### config.mk
export PLATFORM = sky130hd
export DESIGN_NAME = fd_gen
export DESIGN_NICKNAME = d
export VERILOG_FILES = /design/src/rtl/fd_gen.sv
export SDC_FILE = /design/constraint.sdc
export NUM_CORES = 1
export LEC_CHECK = 0
export ABC_AREA = 1
export CELL_PAD_IN_SITES_DETAIL_PLACEMENT = 1
export CELL_PAD_IN_SITES_GLOBAL_PLACEMENT = 1
export CORE_ASPECT_RATIO = 1.25
export CORE_MARGIN = 2
export CORE_UTILIZATION = 30
export DETAILED_ROUTE_END_ITERATION = 10
export HOLD_SLACK_MARGIN = 0.15
export PLACE_DENSITY_LB_ADDON = 0.25
export SYNTH_ARGS = -nofsm -noshare
export SYNTH_HDL_FRONTEND = slang
export SYNTH_SLANG_ARGS = --single-unit
### constraint.sdc
create_clock -name clk_in -period 4.2 [get_ports clk_in]
set_clock_uncertainty 0.1 [all_clocks]
set_input_delay 0.42 -clock clk_in [delete_from_list [all_inputs] [get_ports clk_in]]
set_output_delay 0.42 -clock clk_in [all_outputs]
set_load 0.01 [all_outputs]
### src/rtl/fd_gen.sv
`default_nettype none
// ============================================================================
//  Module   : fd_gen
//  Purpose  : Multi-channel programmable clock divider. Each channel divides
//             clk_in by a ratio N with a programmable high time H. Ratio and
//             high time are shadow-loaded only at period boundaries, so
//             changing them mid-period never produces a runt pulse.
//  Ports    : clk_in   - sole clock, rising edge
//             rst      - synchronous active-high reset
//             en       - [CH] per-channel run enable
//             n_div    - [CH*WIDTH] divide ratio, channel k at [k*WIDTH +: WIDTH]
//             duty     - [CH*WIDTH] high time in clk_in cycles, same packing
//             clk_out  - [CH] registered divided clock
//             tick     - [CH] pulse on the first high cycle of each period
//             err      - [CH] high while the active ratio is below 2
//  Config   : FD_GEN_DUTY_EN defined   -> high time taken from duty
//             FD_GEN_DUTY_EN undefined -> duty ignored, H = ceil(N/2)
//  Revision : 1.0 - initial release
// ============================================================================
module fd_gen #(
    parameter int WIDTH = 32,
    parameter int CH    = 2
) (
    input  logic                  clk_in,
    input  logic                  rst,
    input  logic [CH-1:0]         en,
    input  logic [CH*WIDTH-1:0]   n_div,
    input  logic [CH*WIDTH-1:0]   duty,
    output logic [CH-1:0]         clk_out,
    output logic [CH-1:0]         tick,
    output logic [CH-1:0]         err
);

    localparam logic [0:0] S_IDLE = 1'b0;
    localparam logic [0:0] S_RUN  = 1'b1;

    localparam logic [WIDTH-1:0] c_one  = {{(WIDTH-1){1'b0}}, 1'b1};
    localparam logic [WIDTH-1:0] c_zero = '0;

`ifndef FD_GEN_DUTY_EN
    // duty carries no information in this build; it is folded to a constant
    // zero so the port stays referenced without influencing the logic.
    logic w_duty_fold;
    assign w_duty_fold = (^duty) & 1'b0;
`endif

    for (genvar k = 0; k < CH; k++) begin : g_ch
        logic [WIDTH-1:0] w_n;
        logic [WIDTH-1:0] w_h;
        logic             w_n_ok;
        logic             w_na_ok;
        logic             w_wrap;
        logic [WIDTH-1:0] w_cnt_nxt;

        logic [0:0]       r_state;
        logic [WIDTH-1:0] r_na;
        logic [WIDTH-1:0] r_ha;
        logic [WIDTH-1:0] r_cnt;
        logic             r_clk;
        logic             r_tick;
        logic             r_err;

        assign w_n = n_div[k*WIDTH +: WIDTH];

`ifdef FD_GEN_DUTY_EN
        assign w_h = duty[k*WIDTH +: WIDTH];
`else
        // ceil(N/2) without an adder carry-out: N - floor(N/2)
        assign w_h = (w_n - (w_n >> 1)) | {WIDTH{w_duty_fold}};
`endif

        assign w_n_ok    = (w_n > c_one);
        assign w_na_ok   = (r_na > c_one);
        // Only meaningful when r_na >= 2, so r_na - 1 never underflows here.
        assign w_wrap    = (r_cnt == (r_na - c_one));
        // r_cnt < r_na - 1 on this path, so the increment cannot overflow.
        assign w_cnt_nxt = r_cnt + c_one;

        always_ff @(posedge clk_in) begin
            if (rst) begin
                r_state <= S_IDLE;
                r_na    <= c_zero;
                r_ha    <= c_zero;
                r_cnt   <= c_zero;
                r_clk   <= 1'b0;
                r_tick  <= 1'b0;
                r_err   <= 1'b0;
            end else if (!en[k]) begin
                // Idle: outputs parked low, shadows track the inputs.
                r_state <= S_IDLE;
                r_na    <= w_n;
                r_ha    <= w_h;
                r_cnt   <= c_zero;
                r_clk   <= 1'b0;
                r_tick  <= 1'b0;
                r_err   <= 1'b0;
            end else if ((r_state == S_IDLE) || !w_na_ok || w_wrap) begin
                // Start of a new period: on enable, at a wrap, or while the
                // active ratio is invalid (re-sampling every cycle until the
                // ratio becomes usable).
                r_state <= S_RUN;
                r_na    <= w_n;
                r_ha    <= w_h;
                r_cnt   <= c_zero;
                r_tick  <= w_n_ok;
                r_clk   <= w_n_ok && (w_h != c_zero);
                r_err   <= !w_n_ok;
            end else begin
                r_cnt   <= w_cnt_nxt;
                r_tick  <= 1'b0;
                r_clk   <= (w_cnt_nxt < r_ha);
                r_err   <= 1'b0;
            end
        end

        assign clk_out[k] = r_clk;
        assign tick[k]    = r_tick;
        assign err[k]     = r_err;
    end

endmodule
`default_nettype wire

==> summary.md, run 1 <==
| Metric | Value |
|---|---|
| Clock Power Share | 0.321 |
| Initial DRC count | about 770 |
| Syn Nets | 3,537 |
| Core ar. | 0.0609 mm^2 |
| Ys Warns | 0 |
| Die Ht | 282 um |
| Top post-synthesis cells by count | nand2_1 (1,005), nor2_1 (638), inv_1 (543) |
| Synthesis-to-layout area growth | 11.8% |
| Fin crit share | 0.911 |
| Sw Pwr | 2120 uW |
| Hold Vio Cnt, Final | 0 |
| Post-Synthesis Cells | 3,231 |
| Register area | 0.00401 mm^2 |
| Clock buffer depth | 2 |
| Global routing met1 resource utilization | 0.281 |
| GR Layer Usage met3 | 0.0148 |
| Number of hold buffers added after CTS | 0 |
| Number of synthesized flops with an enable pin | 0 |
| Later-pin clock latency in the skew report | 0.47 ns |
| Switching Fraction | 0.380 |
| Sequential share of the synthesized area | 0.216 |
| Input/output buffers | 73 |
| RD Place Congestion | 0.858 |
| Vias in the first global route | ~19,000 |
| Most common cell in the synthesized netlist | nand2_1 |
| Worst min path class | reg -> reg |
| Critical path, cell by cell | ha_1, nand3_1, nor2_2, nand3_1, nor2_2, nand2_2, nor2_2, nand2_1, inv_2, nand3_2, nor2_1, nand2_1, nor2_4, nand4_1, nand2_1, inv_1, ha_1, nand2_1, or4_1, nor4_2, o21ai_1, nand3_1, nand2_1 |
| Final ANT Viol Nets | 0 |
| Cell count of the worst hold path | 1 |
| Tot GR Track Use | 0.197 |
| Root Buffer | clkbuf_16 |
| Initial antenna violation count | 0 |
| CTS tree | built |
| Gr busiest metal | met2 |
| CTS buffer count | 17 |
| Crit path capture type | flop |
| Post-synth ARST share | 0 |
| Antenna diodes | 0 |
| Max-slew violations | 0 |
| Met2 usage | 0.323 |
| Design Power | between 5000 and 6000 uW |
| Comb pwr share | 0.295 |
| H-tree Lvls | 4 |
| Sink Count | 200 |
| CP Data Required Time | 4.46 ns |
| Cell Int Power | roughly 3500 uW |
| Sequential power share | 0.384 |
| Most used DFF post-synth | dfxtp_1 |
| Largest area contributor in the netlist | dfxtp_1 |
| Drt drc | 0 |
| Largest net degree at the start of global routing | 66 |
| Dpl cell area | 0.0201 mm^2 |
| Crit path max-delay cell type | or4_1 |
| Power Dens Cells | 269 mW/mm^2 |
| Overflow left after global routing | 0 |
| RSZ-0062 raised after global routing | no |
| Routed WL | 61,500 um |
| Worst slew pin tran | 0.873 ns |
| R2r setup slk | 0.37 ns |
| CP arrival | a little over 4 ns |
| Synth top area cells | dfxtp_1 (22%), nand2_1 (20%), nor2_1 (13%), ha_1 (12%), inv_1 (11%) |
| Worst Path Max Fanout | 5 |
| Critical path class | reg -> reg |
| Cell area after synthesis | approximately 0.019 mm^2 |
| Via count | 18,700 |
| IO Count | 138 |
| HPWL after DPL | around 53,000 um |
| Max VDD drop | 0.238 mV |
| Share of cells above drive strength 1 | 0.0274 |
| # rows | 101 |
| Die X | around 230 um |
| Starting density of the core | 0.304 |
| Min Clock Period, post-route | approximately 3.8 ns |
| Endpoints failing setup | 0 |
| Final Instance Area | 0.0207 mm^2 |
| Fill cell count | approximately 8,300 |
| CP peak stage delay | between 0.5 and 0.6 ns |
| Yosys reg bits | 200 |
| Most frequent CP cell | nand2_1 |
| Final nets | 3,583 |
| Final Util | 0.340 |
| Upper clock frequency limit | 0.261 GHz |
| Worst-path clk slew | roughly 0.080 ns |
| First-pass GRT wire length | 98,700 um |
| Max-Cap Viols | 0 |
| Startpoint types | flop |
| Synth top area share | 0.216 |
| Leakage power total | roughly 0.011 uW |
| Area of the multi-input gates | about 0.012 mm^2 |
| Full die area | 0.0638 mm^2 |
| R2R cell count | 23 |
| Status | completed |
| Initial DRT Pass Iterations | 5 |
| Setup_tns | 0 ns |
| Rel. slew slack | 0.413 |
| Syn Area/Cell | roughly 5.7 um^2 |
| Yosys cell types | 46 |
| Vias/cell | ~4.5 |
| Avg WL per Cell | approximately 15 um |
## through the flow
stage	setup slack, ns	hold WS, ns	std cells
6_report	0.375	0.359	4114
5_1_grt	0.0177	0.383	4114
4_1_cts	0.216	0.392	4113
3_5_place_dp	0.231	0.371	4081
3_3_place_gp	0.354	0.357	4081
2_1_floorplan	0.858	0.341	3231
## state kept, by name, summed over array words and instances, names as in the netlist
register      flops
g_ch.r_cnt       64
g_ch.r_ha        64
g_ch.r_na        64
g_ch.r_clk        2
g_ch.r_err        2
g_ch.r_state      2
g_ch.r_tick       2
## worst paths after layout
| check | startpoint | endpoint |
|---|---|---|
| setup / recovery | g_ch[1].r_cnt[0] | g_ch[1].r_clk |
| hold reg to reg | g_ch[1].r_cnt[0] | g_ch[1].r_cnt[0] |
| hold / removal | g_ch[1].r_cnt[0] | g_ch[1].r_cnt[0] |
| setup reg to reg | g_ch[1].r_cnt[0] | g_ch[1].r_clk |
## final cells by class
class	instances	area share
Tap cell	824	0.0498
Multi-Input combinational cell	2423	0.585
Clock buffer	17	0.0205
Clock inverter	15	0.0103
Timing Repair Buffer	84	0.0411
Sequential cell	200	0.193
Inverter	551	0.0999
## critical path: cells and delay by family (launching register included)
family | cells | cell delay [ns]
AND/OR/NAND/NOR | 18 | 2.56
adder cells (fa/ha/maj) | 2 | 0.49
flip-flops | 1 | 0.37
buffers and inverters | 2 | 0.15
AO/OA/AOI/OAI | 1 | 0.10
## kinds of logic (layout without fill, tap and decap cells)
kind of cell / count (synthesis) / count (layout) / share of synthesized area
XOR/XNOR: 96 / 96 / 0.0454
AND/OR/NAND/NOR: 1968 / 1968 / 0.433
AO/OA/AOI/OAI: 185 / 185 / 0.0555
buffers and inverters: 608 / 667 / 0.132
adder cells (fa/ha/maj): 174 / 174 / 0.118
flip-flops: 200 / 200 / 0.216
## per-layer routing
| layer | wire length (um) | share of wire |
|---|---|---|
| met2 | 27400 | 0.44 |
| met1 | 32100 | 0.52 |
| met5 | 0 | 0 |
| met4 | 921 | 0.015 |
| met3 | 1140 | 0.018 |
## layout by cell type, fill, tap and decap left out, types with 3 or more instances in the layout
master,instances
nand2_1,1005
nor2_1,638
inv_1,542
dfxtp_1,199
ha_1,172
nand3_1,166
a21oi_1,86
clkdlybuf4s50_1,73
xor2_1,69
nand4_1,52
o21ai_0,50
nor3_1,31
xnor2_1,27
o21bai_1,22
clkbuf_16,17
nor2_2,16
nand3b_1,15
nor4_1,8
buf_4,8
nand2_2,7
and2_1,7
a31oi_1,7
a21o_1,6
nor3_2,5
inv_2,5
nor2_4,5
o21ai_1,5
clkinv_8,5
inv_8,4
clkinv_1,3
buf_12,3
## power groups by stage
stage | logic (uW) | clock network, uW | registers (uW)
2_1_floorplan | 1160 | 0 | 2130
3_3_place_gp | 1630 | 0 | 2170
3_5_place_dp | 1650 | 0 | 2180
4_1_cts | 1660 | 1850 | 2140
5_1_grt | 1900 | 1920 | 2150
6_report | 1640 | 1790 | 2140
## timing repair
action                     4_1_cts  5_1_grt
setup endpoints to repair        0        2
setup buffers                    0        1
hold endpoints to repair         0        0
resized for setup                0        5
No activity file was read; power rests on OpenSTA's default activity.
==> run 2, diff against run 1 <==
Clock period 4.2 ns to 3.9 ns, I/O delays scaled along.
==> summary.md, run 2 (synthesis gave the netlist of run 1 again) <==
| Metric | Value |
|---|---|
| Input/output buffers | 73 (unchanged) |
| Die X | 226 um (unchanged) |
| Root Buffer | clkbuf_16 (unchanged) |
| CP arrival | 3.79 ns (was 4.09 ns) |
| Fill cell count | 8,357 (was 8,345) |
| Later-pin clock latency in the skew report | 0.48 ns (was 0.47 ns) |
| Setup_tns | 0 ns (unchanged) |
| Startpoint types | flop (unchanged) |
| Most frequent cells in the layout | nand2_1 (1,004), nor2_1 (634), inv_1 (542) (was nand2_1 (1,005), nor2_1 (638), inv_1 (542)) |
| CTS buffer count | 17 (unchanged) |
| Max-Cap Viols | 0 (unchanged) |
| Crit path capture type | flop (unchanged) |
| Rel. slew slack | 0.612 (was 0.413) |
| Wl on met1 | 31,200 um (was 32,100 um) |
| Number of hold buffers added after CTS | 0 (unchanged) |
| Tot GR Track Use | 0.201 (was 0.197) |
| Min Clock Period, post-route | 3.54 ns (was 3.83 ns) |
| Sequential power share | 0.380 (was 0.384) |
| Starting density of the core | 0.304 (unchanged) |
| Max VDD drop | 0.187 mV (was 0.238 mV) |
| Die Ht | 282 um (unchanged) |
| Largest regs | g_ch.r_cnt: 64 flops, g_ch.r_ha: 64 flops, g_ch.r_na: 64 flops (unchanged) |
| Share of cells above drive strength 1 | 0.0366 (was 0.0274) |
| WL met2 | 29,800 um (was 27,400 um) |
| Fin crit share | 0.909 (was 0.911) |
| Clock buffer depth | 2 (unchanged) |
| Sink Count | 200 (unchanged) |
| Final worst slack | 0.355 ns (was 0.375 ns) |
| Initial DRT Pass Iterations | 4 (was 5) |
| Status | completed (unchanged) |
| Overflow left after global routing | 0 (unchanged) |
| HPWL after DPL | 54,100 um (was 53,000 um) |
| Vias/cell | 4.56 (was 4.53) |
| Upper clock frequency limit | 0.282 GHz (was 0.261 GHz) |
| Max Used Layer | met4 (unchanged) |
| Synthesis-to-layout area growth | 13.0% (was 11.8%) |
| DR WL met3 | 895 um (was 1140 um) |
| Most common cell after layout, fill and taps aside | nand2_1 (unchanged) |
| Core ar. | 0.0609 mm^2 (unchanged) |
| Via count | 18,800 (was 18,700) |
| Avg WL per Cell | 15.3 um (was 15.0 um) |
| Hold Vio Cnt, Final | 0 (unchanged) |
| First-pass GRT wire length | 101,000 um (was 98,700 um) |
| Worst-path clk slew | 0.09 ns (was 0.08 ns) |
| IO Count | 138 (unchanged) |
| Vias in the first global route | 19,000 (was 18,700) |
| Worst min path class | reg -> reg (unchanged) |
| RSZ-0062 raised after global routing | no (unchanged) |
| Placed cells | 4,094 (was 4,081) |
| Cell Int Power | 3680 uW (was 3450 uW) |
| Max-slew violations | 0 (unchanged) |
| Final nets | 3,599 (was 3,583) |
| Comb pwr share | 0.295 (about the same) |
| Place WS | 0.0543 ns (was 0.231 ns) |
| Sw Pwr | 2370 uW (was 2120 uW) |
| Critical path class | reg -> reg (unchanged) |
| Initial antenna violation count | 0 (unchanged) |
| Worst slew pin tran | 0.580 ns (was 0.873 ns) |
| Initial DRC count | 634 (was 767) |
| Largest net degree at the start of global routing | 91 (was 66) |
| Switching Fraction | 0.392 (was 0.380) |
| Drt drc | 0 (unchanged) |
| Power Dens Cells | 289 mW/mm^2 (was 269 mW/mm^2) |
| Worst Path Max Fanout | 5 (unchanged) |
| Design Power | 6050 uW (was 5570 uW) |
| Final Non-Filler Cells | 4,131 (was 4,114) |
| CTS tree | built (unchanged) |
| Endpoints failing setup | 0 (unchanged) |
| CP Data Required Time | 4.15 ns (was 4.46 ns) |
| RD Place Congestion | 0.875 (was 0.858) |
| Leakage power total | 0.0113 uW (was 0.0112 uW) |
| Routed WL | 63,100 um (was 61,500 um) |
| Clock Power Share | 0.326 (was 0.321) |
| # rows | 101 (unchanged) |
| Final ANT Viol Nets | 0 (unchanged) |
| H-tree Lvls | 4 (unchanged) |
| Full die area | 0.0638 mm^2 (unchanged) |
==> run 2: cell types whose count changed in the layout (fill, tap and decap cells not counted), sizes merged <==
cell	change
buf	+16
bufinv	-1
clkinv	+2
clkinvlp	-1
diode	+1
==> run 2: critical path: stages (launching register included) <==
cell and delay (ns):
dfxtp_2 0.38, inv_1 0.09, nor3_4 0.21, nand2_1 0.09, nor2_1 0.14, nand2_1 0.10, nor2_2 0.15, nand4_1 0.23
nor3_4 0.31, buf_4 0.18, nand3_1 0.12, xor2_2 0.20, inv_1 0.07, ha_1 0.29, nand2_1 0.08, nor3b_2 0.23
nand2_1 0.08, a31oi_1 0.13, nor2_1 0.06, nand3_1 0.08, o21ai_0 0.10
==> run 2: final cells by class <==
type                       instances  area, um^2  area share
clock buffer                      17         425      0.0203
clock inverter                    15         225      0.0108
timing repair buffer             100         971      0.0464
inverter                         551        2070      0.0988
antenna                            1        2.50    0.000119
sequential                       200        4010       0.191
multi-input combinational       2423       12200       0.583
tap                              824        1030      0.0492
==> run 2: power by group through the flow <==
stage / combinational, uW / clock [uW] / sequential (uW)
finish: 1780 / 1970 / 2300
global route: 2060 / 2100 / 2320
CTS: 1790 / 2030 / 2300
detailed placement: 1780 / 0 / 2350
global placement: 1770 / 0 / 2340
floorplan: 1250 / 0 / 2290
==> run 2: what timing repair did <==
action                     4_1_cts  5_1_grt
gates resized for setup          0       26
setup endpoints to repair        0        2
buffers inserted                 0        4
==> run 2: through the flow <==
stage                     utilization  hold WS, ns  instance area [um^2]
after floorplan                     -        0.341                 18500
after global placement          0.331        0.356                 20200
after detailed placement        0.331        0.368                 20200
after CTS                       0.342        0.392                 20800
after global routing            0.344        0.362                 20900
final                           0.344        0.342                 20900
==> run 2: final timing paths <==
kind	start	endpoint	slack (ns)	depth (start not counted)
setup / recovery	g_ch[0].r_cnt[0]	g_ch[0].r_clk	0.36	20
hold / removal	g_ch[1].r_cnt[0]	g_ch[1].r_cnt[0]	0.34	1
setup reg to reg	g_ch[0].r_cnt[0]	g_ch[0].r_clk	0.36	20
hold reg to reg	g_ch[1].r_cnt[0]	g_ch[1].r_cnt[0]	0.34	1
==> run 2: per-layer routing <==
layer / GRT usage / up-vias
li1: - / 9980
met1: 0.270 / 8638
met2: 0.349 / 152
met3: 0.0125 / 47
met4: 0.0515 / 0
met5: 0 / -
==> run 3, diff against run 2 <==
Settings changed: CORE_UTILIZATION 30 to 42.
==> summary.md, run 3 (synthesis gave the netlist of run 1 again) <==
| Metric | Value |
|---|---|
| Final nets | 3,591 (was 3,599) |
| Routed WL | 62,400 um (was 63,100 um) |
| Power Dens Cells | 285 mW/mm^2 (was 289 mW/mm^2) |
| Avg WL per Cell | 16.1 um (was 15.3 um) |
| Full die area | 0.0458 mm^2 (was 0.0638 mm^2) |
| Critical path, cell by cell | inv_2, nor3_2, nand2_1, nor2_2, nand2_1, nor2_2, nand3_2, nor3_4, nand2_1, nor2_2, nand3_1, nand2_1, inv_1, ha_1, nand2_1, or4_4, nor4_4, o21ai_1, nand3_1, nand2_1 (was inv_1, nor3_4, nand2_1, nor2_1, nand2_1, nor2_2, nand4_1, nor3_4, buf_4, nand3_1, xor2_2, inv_1, ha_1, nand2_1, nor3b_2, nand2_1, a31oi_1, nor2_1, nand3_1, o21ai_0) |
| First-pass GRT wire length | 101,000 um (about the same) |
| Synthesis-to-layout area growth | 11.1% (was 13.0%) |
| CP arrival | 3.99 ns (was 3.79 ns) |
| Crit path max-delay cell type | or4_4 (was dfxtp_2) |
| Die Ht | 239 um (was 282 um) |
| Starting density of the core | 0.423 (was 0.304) |
| Largest regs | g_ch.r_cnt: 64 flops, g_ch.r_ha: 64 flops, g_ch.r_na: 64 flops (unchanged) |
| CTS tree | built (unchanged) |
| Crit path capture type | flop (unchanged) |
| Overflow left after global routing | 0 (unchanged) |
| # rows | 86 (was 101) |
| Vias/cell | 5.05 (was 4.56) |
| Via count | 19,500 (was 18,800) |
| Die X | 192 um (was 226 um) |
| Upper clock frequency limit | 0.268 GHz (was 0.282 GHz) |
| Input/output buffers | 73 (unchanged) |
| Endpoints failing setup | 0 (unchanged) |
| Number of hold buffers added after CTS | 0 (unchanged) |
| Antenna diodes | 0 (was 1) |
| Worst min path class | reg -> reg (unchanged) |
| Later-pin clock latency in the skew report | 0.47 ns (was 0.48 ns) |
| Core ar. | 0.0438 mm^2 (was 0.0609 mm^2) |
| Most frequent cells in the layout | nand2_1 (1,004), nor2_1 (634), inv_1 (542) (unchanged) |
| Fin crit share | 0.956 (was 0.909) |
| Most common cell after layout, fill and taps aside | nand2_1 (unchanged) |
| Worst Path Max Fanout | 4 (was 5) |
| Placed cells | 3,831 (was 4,094) |
| Worst hold start | g_ch[0].r_cnt[0] (was g_ch[1].r_cnt[0]) |
| Largest net degree at the start of global routing | 110 (was 91) |
| CTS buffer count | 17 (unchanged) |
| Final Util | 0.470 (was 0.344) |
| Worst slew pin tran | 0.632 ns (was 0.580 ns) |
| Design Power | 5870 uW (was 6050 uW) |
| HPWL after DPL | 52,500 um (was 54,100 um) |
| RD Place Congestion | 0.922 (was 0.875) |
| Root Buffer | clkbuf_16 (unchanged) |
| Min Clock Period, post-route | 3.73 ns (was 3.54 ns) |
| Vias in the first global route | 20,000 (was 19,000) |
| CP Data Required Time | 4.16 ns (was 4.15 ns) |
| H-tree Lvls | 4 (unchanged) |
| Final Non-Filler Cells | 3,870 (was 4,131) |
| Drt drc | 0 (unchanged) |
| Status | completed (unchanged) |
| Hold Vio Cnt, Final | 0 (unchanged) |
| CP peak stage delay | 0.50 ns (was 0.38 ns) |
| Critical path class | reg -> reg (unchanged) |
| Tot GR Track Use | 0.275 (was 0.201) |
| Initial antenna violation count | 0 (unchanged) |
| Share of cells above drive strength 1 | 0.0355 (was 0.0366) |
| Clock buffer depth | 2 (unchanged) |
| Final ANT Viol Nets | 0 (unchanged) |
| Rel. slew slack | 0.575 (was 0.612) |
| Startpoint types | flop (unchanged) |
| Setup_tns | 0 ns (unchanged) |
| Max-Cap Viols | 0 (unchanged) |
| Max-slew violations | 0 (unchanged) |
| Most frequent CP cell | nand2_1 (unchanged) |
| Initial DRC count | 991 (was 634) |
| Worst Setup SP | g_ch[1].r_cnt[2] (was g_ch[0].r_cnt[0]) |
| Max VDD drop | 0.355 mV (was 0.187 mV) |
| Sink Count | 200 (unchanged) |
| Worst-path clk slew | 0.08 ns (was 0.09 ns) |
| Leakage power total | 0.0113 uW (about the same) |
| Initial DRT Pass Iterations | 5 (was 4) |
| Worst r2r src | g_ch[1].r_cnt[2] (was g_ch[0].r_cnt[0]) |
| IO Count | 138 (unchanged) |
[run 3: area by class of cell]
class | count | area (um^2)
fillers | 6129 | 23200
multi-input cells | 2423 | 12300
flip-flops and latches | 200 | 4010
inverters | 551 | 2070
repair buffers | 92 | 923
well taps | 572 | 716
clock buffers | 20 | 457
clock inverters | 12 | 106
[run 3: metal layers]
metal,share of wire,vias to the layer above,global-route usage
li1,-,9970,-
met1,0.51,9226,0.400
met2,0.44,279,0.436
met3,0.026,71,0.0222
met4,0.021,0,0.0711
met5,0,-,0
[run 3: worst paths after layout]
path	endpoint	slack (ns)	cells past startpoint
setup reg to reg	g_ch[1].r_clk	0.17	20
hold reg to reg	g_ch[0].r_cnt[0]	0.36	1
setup / recovery	g_ch[1].r_clk	0.17	20
hold / removal	g_ch[0].r_cnt[0]	0.36	1
[run 3: critical path, delay by kind of cell (launching register included)]
kind,cells,cell delay [ns]
AND/OR/NAND/NOR,16,2.60
buffers and inverters,2,0.12
adder cells (fa/ha/maj),1,0.30
AO/OA/AOI/OAI,1,0.12
flip-flops,1,0.39
[run 3: timing repair]
item | in CTS | in global routing
gates cloned | 0 | 0
endpoints found under the setup margin | 1 | 2
pin swaps | 0 | 10
setup buffers | 0 | 7
gates resized for setup | 2 | 39
[run 3: report_power, final]
group,total [uW],internal [uW],switching (uW)
registers,2310,2170,137
clock network,1760,874,888
logic,1800,601,1200
total,5870,3650,2220
[run 3: per-stage QoR]
step	worst slack, ns	hold WS, ns	cell area (um^2)
6_report	0.171	0.356	20600
5_1_grt	-0.0610	0.386	20600
4_1_cts	0.0527	0.356	20300
3_5_place_dp	0.0354	0.371	19800
3_3_place_gp	0.154	0.357	19800
2_1_floorplan	0.558	0.341	18500
